--- config.mk ---
export PLATFORM = sky130hd
export DESIGN_NAME = pacman_move_ctrl_flat
export DESIGN_NICKNAME = d
export VERILOG_FILES = /design/src/rtl/pacman_move_ctrl_pkg.sv /design/src/rtl/pacman_move_ctrl_if.sv /design/src/rtl/pacman_move_ctrl_tick_gen.sv /design/src/rtl/pacman_move_ctrl.sv /design/src/flat_wrapper.sv
export SDC_FILE = /design/constraint.sdc
export NUM_CORES = 1
export LEC_CHECK = 0
export ABC_AREA = 1
export BUFFER_PORTS_ARGS = -buffer_cell sky130_fd_sc_hd__buf_4
export CORE_MARGIN = 10
export CORE_UTILIZATION = 24
export CTS_BUF_LIST = sky130_fd_sc_hd__clkbuf_8
export CTS_CLUSTER_SIZE = 25
export DETAILED_ROUTE_END_ITERATION = 6
export GPL_TIMING_DRIVEN = 0
export SLEW_MARGIN = 20
export SYNTH_ARGS = -nofsm -noshare
export SYNTH_HDL_FRONTEND = slang
export SYNTH_SLANG_ARGS = --single-unit
export TNS_END_PERCENT = 50
--- constraint.sdc ---
create_clock -name CLOCK_50 -period 2.75 [get_ports CLOCK_50]
set_input_delay 0.825 -clock CLOCK_50 [delete_from_list [all_inputs] [get_ports CLOCK_50]]
set_output_delay 0.825 -clock CLOCK_50 [all_outputs]
set_load 0.01 [all_outputs]
--- src/rtl/pacman_move_ctrl_pkg.sv ---
// ---------------------------------------------------------------------------
// pacman_move_ctrl_pkg
// Definitions shared by the Pac-Man movement controller and its neighbours
// (ghost, level and graphics logic): heading codes, switch one-hot codes,
// coordinate width and the movement FSM state codes.
// ---------------------------------------------------------------------------
package pacman_move_ctrl_pkg;

  localparam int unsigned COORD_W = 5;

  // Heading codes as published on pac_dir
  localparam logic [1:0] DIR_LEFT  = 2'd0;
  localparam logic [1:0] DIR_RIGHT = 2'd1;
  localparam logic [1:0] DIR_UP    = 2'd2;
  localparam logic [1:0] DIR_DOWN  = 2'd3;

  // Raw SW[3:0] one-hot direction requests
  localparam logic [3:0] SW_LEFT  = 4'b1000;
  localparam logic [3:0] SW_RIGHT = 4'b0100;
  localparam logic [3:0] SW_UP    = 4'b0010;
  localparam logic [3:0] SW_DOWN  = 4'b0001;

  // Movement FSM state codes (legacy-compatible encoding)
  localparam logic [1:0] ST_IDLE     = 2'd0;
  localparam logic [1:0] ST_CHK_TURN = 2'd1;
  localparam logic [1:0] ST_CHK_FWD  = 2'd2;
  localparam logic [1:0] ST_MOVE     = 2'd3;

  typedef logic [COORD_W-1:0] coord_t;

  typedef struct packed {
    coord_t x;
    coord_t y;
  } tile_t;

  // Maps a one-hot switch pattern to a heading; callers qualify with $onehot.
  function automatic logic [1:0] sw_to_dir(input logic [3:0] sw);
    case (sw)
      SW_LEFT:  return DIR_LEFT;
      SW_RIGHT: return DIR_RIGHT;
      SW_UP:    return DIR_UP;
      SW_DOWN:  return DIR_DOWN;
      default:  return DIR_LEFT;
    endcase
  endfunction

endpackage

--- src/rtl/pacman_move_ctrl_if.sv ---
// ---------------------------------------------------------------------------
// pacman_move_ctrl_if
// Wall-lookup port towards the shared maze RAM arbiter.
//   maze_req        requester -> arbiter : lookup request
//   maze_x, maze_y  requester -> arbiter : tile queried, stable while maze_req=1
//   maze_ack        arbiter -> requester : one-cycle grant
//   maze_wall       arbiter -> requester : 1 = wall, valid with maze_ack
// master = movement controller, slave = arbiter.
// ---------------------------------------------------------------------------
interface pacman_move_ctrl_if;
  import pacman_move_ctrl_pkg::*;

  logic   maze_req;
  coord_t maze_x;
  coord_t maze_y;
  logic   maze_ack;
  logic   maze_wall;

  modport master (
    output maze_req, maze_x, maze_y,
    input  maze_ack, maze_wall
  );

  modport slave (
    input  maze_req, maze_x, maze_y,
    output maze_ack, maze_wall
  );
endinterface

--- src/rtl/pacman_move_ctrl_tick_gen.sv ---
// ---------------------------------------------------------------------------
// move_tick_gen
// Move-tick divider, also used by the ghost controllers.
//   clk_i     system clock
//   rst_i     synchronous active-high reset (count cleared)
//   enable_i  1 = count; 0 = hold the count, no tick
//   tick_o    one-cycle pulse on the cycle the count wraps TICK_DIV-1 -> 0
// ---------------------------------------------------------------------------
module move_tick_gen #(
  parameter int unsigned TICK_DIV = 2500000
) (
  input  logic clk_i,
  input  logic rst_i,
  input  logic enable_i,
  output logic tick_o
);
  localparam int unsigned CNT_W = $clog2(TICK_DIV);

  logic [CNT_W-1:0] cnt_q, cnt_d;
  logic             wrap;

  assign wrap   = (cnt_q == CNT_W'(TICK_DIV - 1));
  assign tick_o = enable_i && wrap;

  always_comb begin
    cnt_d = cnt_q;
    if (enable_i) begin
      cnt_d = wrap ? '0 : cnt_q + 1'b1;
    end
  end

  always_ff @(posedge clk_i) begin
    if (rst_i) begin
      cnt_q <= '0;
    end else begin
      cnt_q <= cnt_d;
    end
  end
endmodule

--- src/rtl/pacman_move_ctrl.sv ---
// ---------------------------------------------------------------------------
// pacman_move_ctrl
// Sequences Pac-Man's tile-grid movement. Latches the one-hot switch request,
// checks the wall map over the shared maze port on each move tick and commits
// a turn, a straight-ahead move or a stop.
//   CLOCK_50   system clock (sole domain)
//   reset      synchronous active-high reset
//   dir_sw     raw SW[3:0]: 1000 LEFT, 0100 RIGHT, 0010 UP, 0001 DOWN
//   enable     1 = game running; 0 = tick frozen
//   maze       wall-lookup port (master side)
//   pac_x/y    current tile
//   pac_dir    heading: 0 LEFT, 1 RIGHT, 2 UP, 3 DOWN
//   moved      one-cycle pulse on the cycle pac_x/pac_y are committed
//   tick_miss  one-cycle pulse when a tick arrives while a move is in progress
// ---------------------------------------------------------------------------
module pacman_move_ctrl
  import pacman_move_ctrl_pkg::*;
#(
  parameter int unsigned COLS     = 28,
  parameter int unsigned ROWS     = 31,
  parameter int unsigned TICK_DIV = 2500000,
  parameter int unsigned START_X  = 13,
  parameter int unsigned START_Y  = 23
) (
  input  logic                   CLOCK_50,
  input  logic                   reset,
  input  logic [3:0]             dir_sw,
  input  logic                   enable,
  pacman_move_ctrl_if.master     maze,
  output logic [COORD_W-1:0]     pac_x,
  output logic [COORD_W-1:0]     pac_y,
  output logic [1:0]             pac_dir,
  output logic                   moved,
  output logic                   tick_miss
);

  // Adjacent tile in heading d; the maze edges wrap (tunnels).
  function automatic tile_t neighbour(input tile_t p, input logic [1:0] d);
    tile_t n;
    n = p;
    case (d)
      DIR_LEFT:  n.x = (p.x == '0) ? COORD_W'(COLS - 1) : p.x - 1'b1;
      DIR_RIGHT: n.x = (p.x == COORD_W'(COLS - 1)) ? '0 : p.x + 1'b1;
      DIR_UP:    n.y = (p.y == '0) ? COORD_W'(ROWS - 1) : p.y - 1'b1;
      default:   n.y = (p.y == COORD_W'(ROWS - 1)) ? '0 : p.y + 1'b1;
    endcase
    return n;
  endfunction

  logic       tick;
  logic [1:0] state_q,   state_d;
  tile_t      pos_q,     pos_d;
  logic [1:0] dir_q,     dir_d;
  logic [1:0] req_dir_q, req_dir_d;
  logic [1:0] try_dir_q, try_dir_d;
  tile_t      tgt_q,     tgt_d;
  logic       req_q,     req_d;

  move_tick_gen #(
    .TICK_DIV (TICK_DIV)
  ) u_tick (
    .clk_i    (CLOCK_50),
    .rst_i    (reset),
    .enable_i (enable),
    .tick_o   (tick)
  );

  always_comb begin
    state_d   = state_q;
    pos_d     = pos_q;
    dir_d     = dir_q;
    req_dir_d = req_dir_q;
    try_dir_d = try_dir_q;
    tgt_d     = tgt_q;
    req_d     = req_q;

    if ($onehot(dir_sw)) begin
      req_dir_d = sw_to_dir(dir_sw);
    end

    case (state_q)
      ST_IDLE: begin
        if (tick) begin
          // Target and direction are latched here so later switch changes
          // cannot disturb the lookup in flight.
          req_d = 1'b1;
          if (req_dir_q != dir_q) begin
            state_d   = ST_CHK_TURN;
            try_dir_d = req_dir_q;
            tgt_d     = neighbour(pos_q, req_dir_q);
          end else begin
            state_d   = ST_CHK_FWD;
            try_dir_d = dir_q;
            tgt_d     = neighbour(pos_q, dir_q);
          end
        end
      end
      ST_CHK_TURN: begin
        if (req_q && maze.maze_ack) begin
          req_d = 1'b0;
          if (maze.maze_wall) begin
            state_d   = ST_CHK_FWD;
            try_dir_d = dir_q;
            tgt_d     = neighbour(pos_q, dir_q);
          end else begin
            state_d = ST_MOVE;
          end
        end
      end
      ST_CHK_FWD: begin
        // Entered from a blocked turn with req low: one idle cycle on the
        // port before the forward request is raised.
        if (!req_q) begin
          req_d = 1'b1;
        end else if (maze.maze_ack) begin
          req_d   = 1'b0;
          state_d = maze.maze_wall ? ST_IDLE : ST_MOVE;
        end
      end
      default: begin
        pos_d   = tgt_q;
        dir_d   = try_dir_q;
        state_d = ST_IDLE;
      end
    endcase
  end

  always_ff @(posedge CLOCK_50) begin
    if (reset) begin
      state_q   <= ST_IDLE;
      pos_q.x   <= COORD_W'(START_X);
      pos_q.y   <= COORD_W'(START_Y);
      dir_q     <= DIR_LEFT;
      req_dir_q <= DIR_LEFT;
      try_dir_q <= DIR_LEFT;
      tgt_q     <= '0;
      req_q     <= 1'b0;
    end else begin
      state_q   <= state_d;
      pos_q     <= pos_d;
      dir_q     <= dir_d;
      req_dir_q <= req_dir_d;
      try_dir_q <= try_dir_d;
      tgt_q     <= tgt_d;
      req_q     <= req_d;
    end
  end

  assign maze.maze_req = req_q;
  assign maze.maze_x   = tgt_q.x;
  assign maze.maze_y   = tgt_q.y;
  assign pac_x         = pos_q.x;
  assign pac_y         = pos_q.y;
  assign pac_dir       = dir_q;
  assign moved         = (state_q == ST_MOVE);
  assign tick_miss     = tick && (state_q != ST_IDLE);

endmodule

--- src/flat_wrapper.sv ---
// flat-port wrapper written by rule: the top's interface ports become plain ports
module pacman_move_ctrl_flat import pacman_move_ctrl_pkg::*;
#(
  parameter int unsigned COLS     = 28,
  parameter int unsigned ROWS     = 31,
  parameter int unsigned TICK_DIV = 2500000,
  parameter int unsigned START_X  = 13,
  parameter int unsigned START_Y  = 23
)
  (CLOCK_50, reset, dir_sw, enable, pac_x, pac_y, pac_dir, moved, tick_miss, maze_maze_req, maze_maze_x, maze_maze_y, maze_maze_ack, maze_maze_wall);
  pacman_move_ctrl_if maze_i ();
  input  logic CLOCK_50;
  input  logic reset;
  input  logic [3:0] dir_sw;
  input  logic enable;
  output logic [COORD_W-1:0] pac_x;
  output logic [COORD_W-1:0] pac_y;
  output logic [1:0] pac_dir;
  output logic moved;
  output logic tick_miss;
  output wire logic [$bits(maze_i.maze_req)-1:0] maze_maze_req;
  output wire logic [$bits(maze_i.maze_x)-1:0] maze_maze_x;
  output wire logic [$bits(maze_i.maze_y)-1:0] maze_maze_y;
  input wire logic [$bits(maze_i.maze_ack)-1:0] maze_maze_ack;
  input wire logic [$bits(maze_i.maze_wall)-1:0] maze_maze_wall;
  assign maze_maze_req = maze_i.maze_req;
  assign maze_maze_x = maze_i.maze_x;
  assign maze_maze_y = maze_i.maze_y;
  assign maze_i.maze_ack = maze_maze_ack;
  assign maze_i.maze_wall = maze_maze_wall;
  pacman_move_ctrl #(.COLS(COLS), .ROWS(ROWS), .TICK_DIV(TICK_DIV), .START_X(START_X), .START_Y(START_Y)) u_core (.CLOCK_50(CLOCK_50), .reset(reset), .dir_sw(dir_sw), .enable(enable), .maze(maze_i), .pac_x(pac_x), .pac_y(pac_y), .pac_dir(pac_dir), .moved(moved), .tick_miss(tick_miss));
endmodule
## Word-level counts from Yosys, hierarchy flattened

Index checks and enable logic that the tools add are counted.

| storage, ports and cells | value |
|---|---|
| bits in registers | 51 |
| word-level logic and storage cells | 88 |

| cells by class | value |
|---|---|
| add/subtract/negate cells | 8 |
| eq/ne operators | 20 |
| multiplexer cells | 33 |
| reductions and logical operators | 17 |

Operator list:

| kind | count |
|---|---|
| 10-bit 2-to-1 mux | 4 |
| 5-bit one-hot mux with 2 select lines | 4 |
| 22-bit by 1-bit adder with 22-bit output (second input constant) | 1 |
| 22-bit == test (second input constant) | 1 |
| 22-bit 2-to-1 mux | 1 |
| 2-bit 2-to-1 mux | 10 |
| 5-bit 2-to-1 mux | 4 |
| 10-bit one-hot mux with 2 select lines | 1 |
| 2-bit one-hot mux with 3 select lines | 2 |
| 5-bit by 1-bit adder with 5-bit output (second input constant) | 2 |
| 5-bit == test (second input constant) | 2 |
| 5-bit zero test | 2 |
| 5-bit by 1-bit subtractor with 5-bit output (second input constant) | 2 |
| 2-bit == test (second input constant) | 4 |
| 4-bit AND reduction | 2 |
| 2-bit by 1-bit == test with 1-bit output (second input constant) | 3 |
| 2-bit zero test | 3 |
| 2-bit by 1-bit inequality test with 1-bit output (second input constant) | 3 |
| 1-bit 2-to-1 mux | 5 |
| 1-bit by 1-bit adder with 2-bit output | 2 |
| 4-bit by 1-bit == test with 1-bit output (second input constant) | 1 |
| 4-bit by 2-bit == test with 1-bit output (second input constant) | 1 |
| 4-bit by 3-bit == test with 1-bit output (second input constant) | 1 |
| 2-bit inequality test (second input constant) | 2 |
| 11 further kinds | 15 |

## Longest topological paths before layout

Gate-level depths: netlist of run 1.

| depth | value |
|---|---|
| word-level depth | 6 |
| gate-level depth with buffers | 13 |
| mapped depth without buffers | 13 |

## Cells and area by module

A second synthesis of run 1 with hierarchy kept.

| unflattened totals | value |
|---|---|
| cells, all modules | 545 |
| area, all modules | 3425.8 um2 |

By module, submodules not included:

| module | times used | cells each | area an instance (um2) | sequential area each (um2) |
|---|---|---|---|---|
| pacman_move_ctrl | 1 | 341 | 2155.8 | 580.6 |
| move_tick_gen | 1 | 204 | 1270.0 | 440.4 |

## Least setup slack after synthesis of run 1

Ideal clock, no wire load.

| timing path | value |
|---|---|
| path kind | input to output |
| from | input enable |
| to | output tick_miss |
| data arrival time | 1.478 ns |
| slack | 0.447 ns |
| cell stages on the path | 5 |
| buffers on the path | 1 |
| cell sequence | buf_4 nand4_1 nor2_1 nand3_2 nor2_1 |

| on the way | value |
|---|---|
| word-level cells in the longest chain between the ends | 2 |

RTL lines:

| item | RTL line | RTL |
|---|---|---|
| from (decl) | flat_wrapper.sv:15 | `input logic enable;` |
| 1-bit logical AND | pacman_move_ctrl_tick_gen.sv:23 | `assign tick_o = enable_i && wrap;` |
| 1-bit logical AND | pacman_move_ctrl.sv:156 | `assign tick_miss = tick && (state_q != ST_IDLE);` |
| to (decl) | flat_wrapper.sv:20 | `output logic tick_miss;` |

Every way passes these cells.

## Worst setup path in the final report of run 1

| timing path | value |
|---|---|
| from | register u_core.u_tick.cnt_q[0] |
| to | output tick_miss |

| on the way | value |
|---|---|
| word-level cells in the longest chain between the ends | 3 |

RTL lines:

| item | RTL line | RTL |
|---|---|---|
| from (decl) | pacman_move_ctrl_tick_gen.sv:19 | `logic [CNT_W-1:0] cnt_q, cnt_d;` |
| from (signal assigned) | pacman_move_ctrl_tick_gen.sv:36 | `cnt_q <= cnt_d;` |
| 22-bit == test | pacman_move_ctrl_tick_gen.sv:22 | `assign wrap = (cnt_q == CNT_W'(TICK_DIV - 1));` |
| 1-bit logical AND | pacman_move_ctrl_tick_gen.sv:23 |  |
| 1-bit logical AND | pacman_move_ctrl.sv:156 |  |

Every way passes these cells.

==> results of run 1 <==
-- cell usage in the layout (no fill, tap or decap), types with 7 or more instances in the layout --
cell type	n
dfxtp_1	51
o21ai_0	30
nand4_1	10
inv_1	70
a21oi_1	35
nor3_1	10
nand3_1	52
nand2_1	128
ha_1	14
xor2_1	7
o211ai_1	10
buf_4	36
nor2_1	73
-- sequential cells by signal, summed over array words and instances, names as in the netlist --
| register | flops |
|---|---|
| u_core.maze.maze_y | 5 |
| u_core.u_tick.cnt_q | 22 |
| u_core.pac_x | 5 |
| u_core.state_q | 2 |
| u_core.pac_y | 5 |
| u_core.try_dir_q | 2 |
| u_core.maze.maze_req | 1 |
| u_core.pac_dir | 2 |
| u_core.maze.maze_x | 5 |
| u_core.req_dir_q | 2 |
-- routing by layer --
layer / GRT usage [%] / vias to the layer above / wire length, um
li1: - / 1817 / -
met1: 11.9 / 1541 / 4390
met2: 15.9 / 63 / 4330
met3: 2.28 / 6 / 471
met4: 1.81 / 0 / 55
met5: 0 / - / 0
-- logic make-up (layout without fill, tap and decap cells) --
logic type	Yosys count	in the layout	share of synthesized area, %
buf+inv	89	128	10.6
xor+xnor	9	9	2.31
flops	51	51	29.9
fa+ha+maj	15	15	5.72
simple gates	293	293	38.0
compound gates	83	83	13.5
-- cells in the mapped netlist (3+ instances only) --
| library cell | count |
|---|---|
| nor3_1 | 10 |
| o211ai_1 | 10 |
| ha_1 | 14 |
| nor2_2 | 3 |
| nand2_1 | 128 |
| xor2_1 | 7 |
| nand4_1 | 10 |
| buf_4 | 4 |
| a21oi_1 | 35 |
| dfxtp_1 | 51 |
| clkbuf_1 | 6 |
| buf_2 | 4 |
| nand3_1 | 52 |
| nand2_2 | 3 |
| clkinv_1 | 3 |
| inv_1 | 70 |
| o21ai_0 | 30 |
| nand3b_1 | 3 |
| nor2_1 | 74 |
-- stage by stage --
step | utilization, % | total power [mW] | cell area (sq um) | hold WS [ps]
2_1_floorplan | - | 1.39 | 3410 | 467
3_3_place_gp | 27.9 | 1.65 | 3880 | 484
3_5_place_dp | 27.9 | 1.65 | 3880 | 489
4_1_cts | 28.6 | 2.12 | 3960 | 505
5_1_grt | 28.6 | 2.26 | 3970 | 530
6_report | 28.6 | 2.10 | 3970 | 490
-- power breakdown --
group / internal, mW / switching, mW / total [mW]
sequential: 0.835 / 0.0645 / 0.899
combinational: 0.286 / 0.442 / 0.728
clock: 0.199 / 0.272 / 0.471
-- repair_timing --
item | in CTS | in global routing
setup buffers | 0 | 0
endpoints found under the setup margin | 0 | 1
gates resized for setup | 0 | 1
-- layout make-up --
| type | count | share of cell area (%) |
|---|---|---|
| multi-input cells | 400 | 51.2 |
| flip-flops and latches | 51 | 25.7 |
| clock inverters | 1 | 0.126 |
| well taps | 180 | 5.68 |
| clock buffers | 6 | 2.08 |
| plain buffers | 15 | 2.11 |
| repair buffers | 32 | 6.06 |
| inverters | 74 | 7.00 |
-- worst max-delay path by stage --
stage                                start        end  slack, ps
floorplan                           enable  tick_miss        450
global route        u_core.u_tick.cnt_q[0]  tick_miss         30
finish              u_core.u_tick.cnt_q[0]  tick_miss        210
detailed placement                  enable  tick_miss        170
global placement                    enable  tick_miss        130
CTS                 u_core.u_tick.cnt_q[0]  tick_miss        130
-- tightest hold or removal path: stages, from the launching register on --
cell,delay [ps]
dfxtp_1,320
inv_1,60
o21ai_0,70
==> metrics.txt, run 1 <==
status completed; Final GP Congestion 0.909; most area-consuming cells after synthesis dfxtp_1 (30%), nand2_1 (14%), nor2_1 (8.1%), inv_1 (7.7%), nand3_1 (7.6%); final cycle utilization of the critical path between 90% and 100%; Hold Startpoint u_core.maze.maze_x[3]; Detailed Routing Iterations Pass 1 5; Post-synth EDFFs 0; pin count of the biggest net entering global routing 15; cts bufs inserted 5; area share of the largest cell type after synthesis 29.9%; critical path type reg -> out; synthesized net count approximately 560; num rows between 40 and 50; Hold Path Stages 2; # hold bufs at CTS 0; Slew Limit Fails 0; CP Buf/Inv Count 1; Initial Utilization 24.6%; vias per cell 4.52; Worst path depth 6; die width around 140 um; IO Count 34; R2R Setup Slk between 700 and 800 ps; Port Buf Inserts 32; Worst path slowest cell dfxtp_1; synthesis-to-finish area growth 16.3%; initial antenna violation count 0; Reg area about 1000 sq um; GR Util All Layers 9.44%; vias in the first global route around 3200; Reg2Reg Depth 8; Final ANT Viol Nets 0; Nets 603; Worst path max stage delay 380 ps; Residual DRC 0; 1st-iter DRT viols between 200 and 300; cell taking the most area after synthesis dfxtp_1; Skew-Pair Late Insertion Delay around 320 ps; setup TNS 0 ps; synthesized area per cell 6.32 sq um; WL per Instance 12.2 um; CP delay by family, top simple AND/OR/NAND/NOR gates; critical path endpoint category primary output; Netlist cell types 37; final hold vios 0; fillers 1589; non-filler cells in the finished layout approximately 760; Relative slew margins 63.8%; CP cell instances ha_1 > nand3_1 > nor2_1 > nand3_2 > nor2_2 > buf_4; CTS clk-pin slew, worst paths ~100 ps; post-synthesis sequential area ratio roughly 30%; Post-synth top flop dfxtp_1; peak supply drop 0.232 mV; FF-to-FF End u_core.u_tick.cnt_q[10]; pin slew with the least headroom to its limit 543 ps; GRT overflow 0; Synth Instances 540; setup violators final 0; Crit path required time 1930 ps; Pwr Density 529 nW/um^2; crit path DAT 1710 ps; kind of start point of the critical path flip-flop; leakage power 1.76 nW; Sink Count 51; final worst clock skew about 13 ps; unrepaired setup endpoints after global routing false; Vias 3427; reg2reg start u_core.u_tick.cnt_q[0]; minimum clock period roughly 2500 ps; CP Max Fanout 4; synthesized cell area 3410 sq um; worst min-delay path class reg -> reg; Async S/R FF share, synth 0%; Root Buffer clkbuf_8; H-tree levels 2; CTS tree yes; core area 13900 sq um; first-pass GRT wire length 15.6 mm; maximum clock insertion buffer count 2; Max Cap Violations 0; # placed instances 752; register bit total from synthesis 51; final WL a little over 9 mm; Place WS 167 ps; height of the die 139 um; Max Fclk 394 MHz; final worst setup slack between 200 and 250 ps; Min-Delay Endpoint u_core.pac_x[3]; Multi-input gate area 2030 sq um; post-DP HPWL just over 7 mm; die area 19400 sq um; Synth Warn # 0; share of layout cells above drive strength 1 11.4%; diodes inserted 0
Note: power is estimated with default switching activity, not from simulation.
==> inputs of run 2 (changes only) <==
- CELL_PAD_IN_SITES_DETAIL_PLACEMENT: default -> 1
- CELL_PAD_IN_SITES_GLOBAL_PLACEMENT: default -> 1
- PLACE_DENSITY_LB_ADDON: default -> 0.1
==> run 2 against run 1 <==
Compared with the run above:
- count of clock-buffer cells in the layout fell by 1
- global-route usage rose by 2.3 points
- die area did not move
- critical path depth did not move
- sequential power barely moved
- sequential share of layout area barely moved
- total power rose by 1.2%
- clock skew rose by 7.3 ps
- critical path type unchanged
- largest power group unchanged
==> metrics.txt, run 2 (same netlist as run 1, synthesis figures left out) <==
status completed; max reg flops 22 (unchanged); vias per cell 4.63 (+2.6%); vias in the first global route 3730 (+17%); Crit path required time 1930 ps (about the same); height of the die 139 um (unchanged); Vias 3521 (+2.7%); pin count of the biggest net entering global routing 17 (+2); Slew Limit Fails 0 (unchanged); Root Buffer clkbuf_8; most frequent cells in the layout nand2_1 (128), nor2_1 (72), inv_1 (71); Util after Layout 28.6% (+0.036 points); Final ANT Viol Nets 0 (unchanged); leading cell type in the layout, fill and taps excluded nand2_1; core area 13900 sq um (unchanged); final cycle utilization of the critical path 93.2% (+0.87 points); die area 19400 sq um (unchanged); Detailed Routing Iterations Pass 1 4 (-1); Initial Utilization 24.6% (unchanged); setup TNS 0 ps (unchanged); final worst clock skew 20.5 ps (+7.30 ps); CP dominant cell by count nor2_2; final worst setup slack 188 ps (-23.9 ps); critical path type reg -> out; Max Cap Violations 0 (unchanged); GR Util All Layers 11.7% (+2.3 points); worst min-delay path class reg -> reg; Pwr Density 535 nW/um^2 (+1.1%); Tot Pwr 2.12 mW (+1.2%); CP Buf/Inv Count 1 (unchanged); met3 WL post-DR 260 um (-45%); CP Max Fanout 4 (unchanged); met2 WL 5.59 mm (+29%); met1 wire length 5.13 mm (+17%); maximum clock insertion buffer count 2 (unchanged); GRT overflow 0 (unchanged); Residual DRC 0 (unchanged); pin slew with the least headroom to its limit 568 ps (+24.8 ps); final WL 11.1 mm (+20%); postcts setup bufs 0 (unchanged); CP delay by family, top simple AND/OR/NAND/NOR gates; CP cell instances ha_1 > nand3_1 > nor2_2 > nand3_2 > nor2_2 > buf_4; H-tree levels 2 (unchanged); die width 139 um (unchanged); synthesis-to-finish area growth 16.4%; hold_ws 506 ps (+16.2 ps); Final GP Congestion 0.804 (-12%); diodes inserted 0 (unchanged); share of layout cells above drive strength 1 11.6% (+0.15 points); crit path DAT 1740 ps (+30 ps); leakage power 1.76 nW (+0.14%); peak supply drop 0.158 mV (-32%); critical path endpoint category primary output; Worst path max stage delay 390 ps (about the same); CTS tree yes; unrepaired setup endpoints after global routing false; R2R Setup Slk 720 ps (-60 ps); final hold vios 0 (unchanged); Port Buf Inserts 32 (unchanged); Skew-Pair Late Insertion Delay 340 ps (+20 ps); kind of start point of the critical path flip-flop; setup violators final 0 (unchanged); 1st-iter DRT viols 214 (-28%); Highest Signal Layer met4; num rows 43 (unchanged); Nets 603 (unchanged); initial antenna violation count 0 (unchanged); post-DP HPWL 8.82 mm (+23%); Relative slew margins 62.1% (-1.7 points); minimum clock period 2560 ps (+23.9 ps); IO Count 34 (unchanged); cts bufs inserted 5 (unchanged); WL per Instance 14.6 um (+20%); Worst path slowest cell dfxtp_1; first-pass GRT wire length 19.1 mm (+23%); Max Fclk 390 MHz (-0.93%); CTS clk-pin slew, worst paths 100 ps (about the same); Place WS 143 ps (-23.4 ps); register with the most flip-flops u_core.u_tick.cnt_q; Sink Count 51 (unchanged)
-- run 2: worst paths after layout --
kind | from | end | cells after the start
max | u_core.u_tick.cnt_q[0] | tick_miss | 6
min | u_core.maze.maze_y[1] | u_core.pac_y[1] | 2
max reg2reg | u_core.u_tick.cnt_q[0] | u_core.u_tick.cnt_q[9] | 8
min reg2reg | u_core.maze.maze_y[1] | u_core.pac_y[1] | 2
-- run 2: cell type report --
type,count,area [sq um]
buffer,15,83.8
clock buffer,5,68.8
clock inverter,3,21.3
fill,1842,9910
inverter,74,278
multi-input combinational,400,2030
sequential,51,1020
tap,180,225
timing repair buffer,32,240
-- run 2: power by group --
part           switching [mW]  internal [mW]
clock                   0.296          0.180
combinational           0.461          0.286
sequential             0.0644          0.835
-- run 2: what timing repair did --
| action | 4_1_cts | 5_1_grt |
|---|---|---|
| hold buffers | 0 | 0 |
| endpoints found under the hold margin | 0 | 0 |
| endpoints found under the setup margin | 0 | 1 |
| resized for setup | 0 | 2 |
-- run 2: worst min-delay path: stages (launching register included) --
cell	delay (ps)
dfxtp_1	320
inv_1	60
o21ai_0	80
-- run 2: metal layers --
metal / up-vias / track usage, %
met5: - / 0
met4: 0 / 3.35
met3: 11 / 2.08
met2: 26 / 20.9
met1: 1665 / 14.0
li1: 1819 / -
-- run 2: metrics by stage --
stage / instance area, sq um / std cells
2_1_floorplan: 3410 / 540
3_3_place_gp: 3880 / 752
3_5_place_dp: 3880 / 752
4_1_cts: 3970 / 760
5_1_grt: 3970 / 760
6_report: 3970 / 760
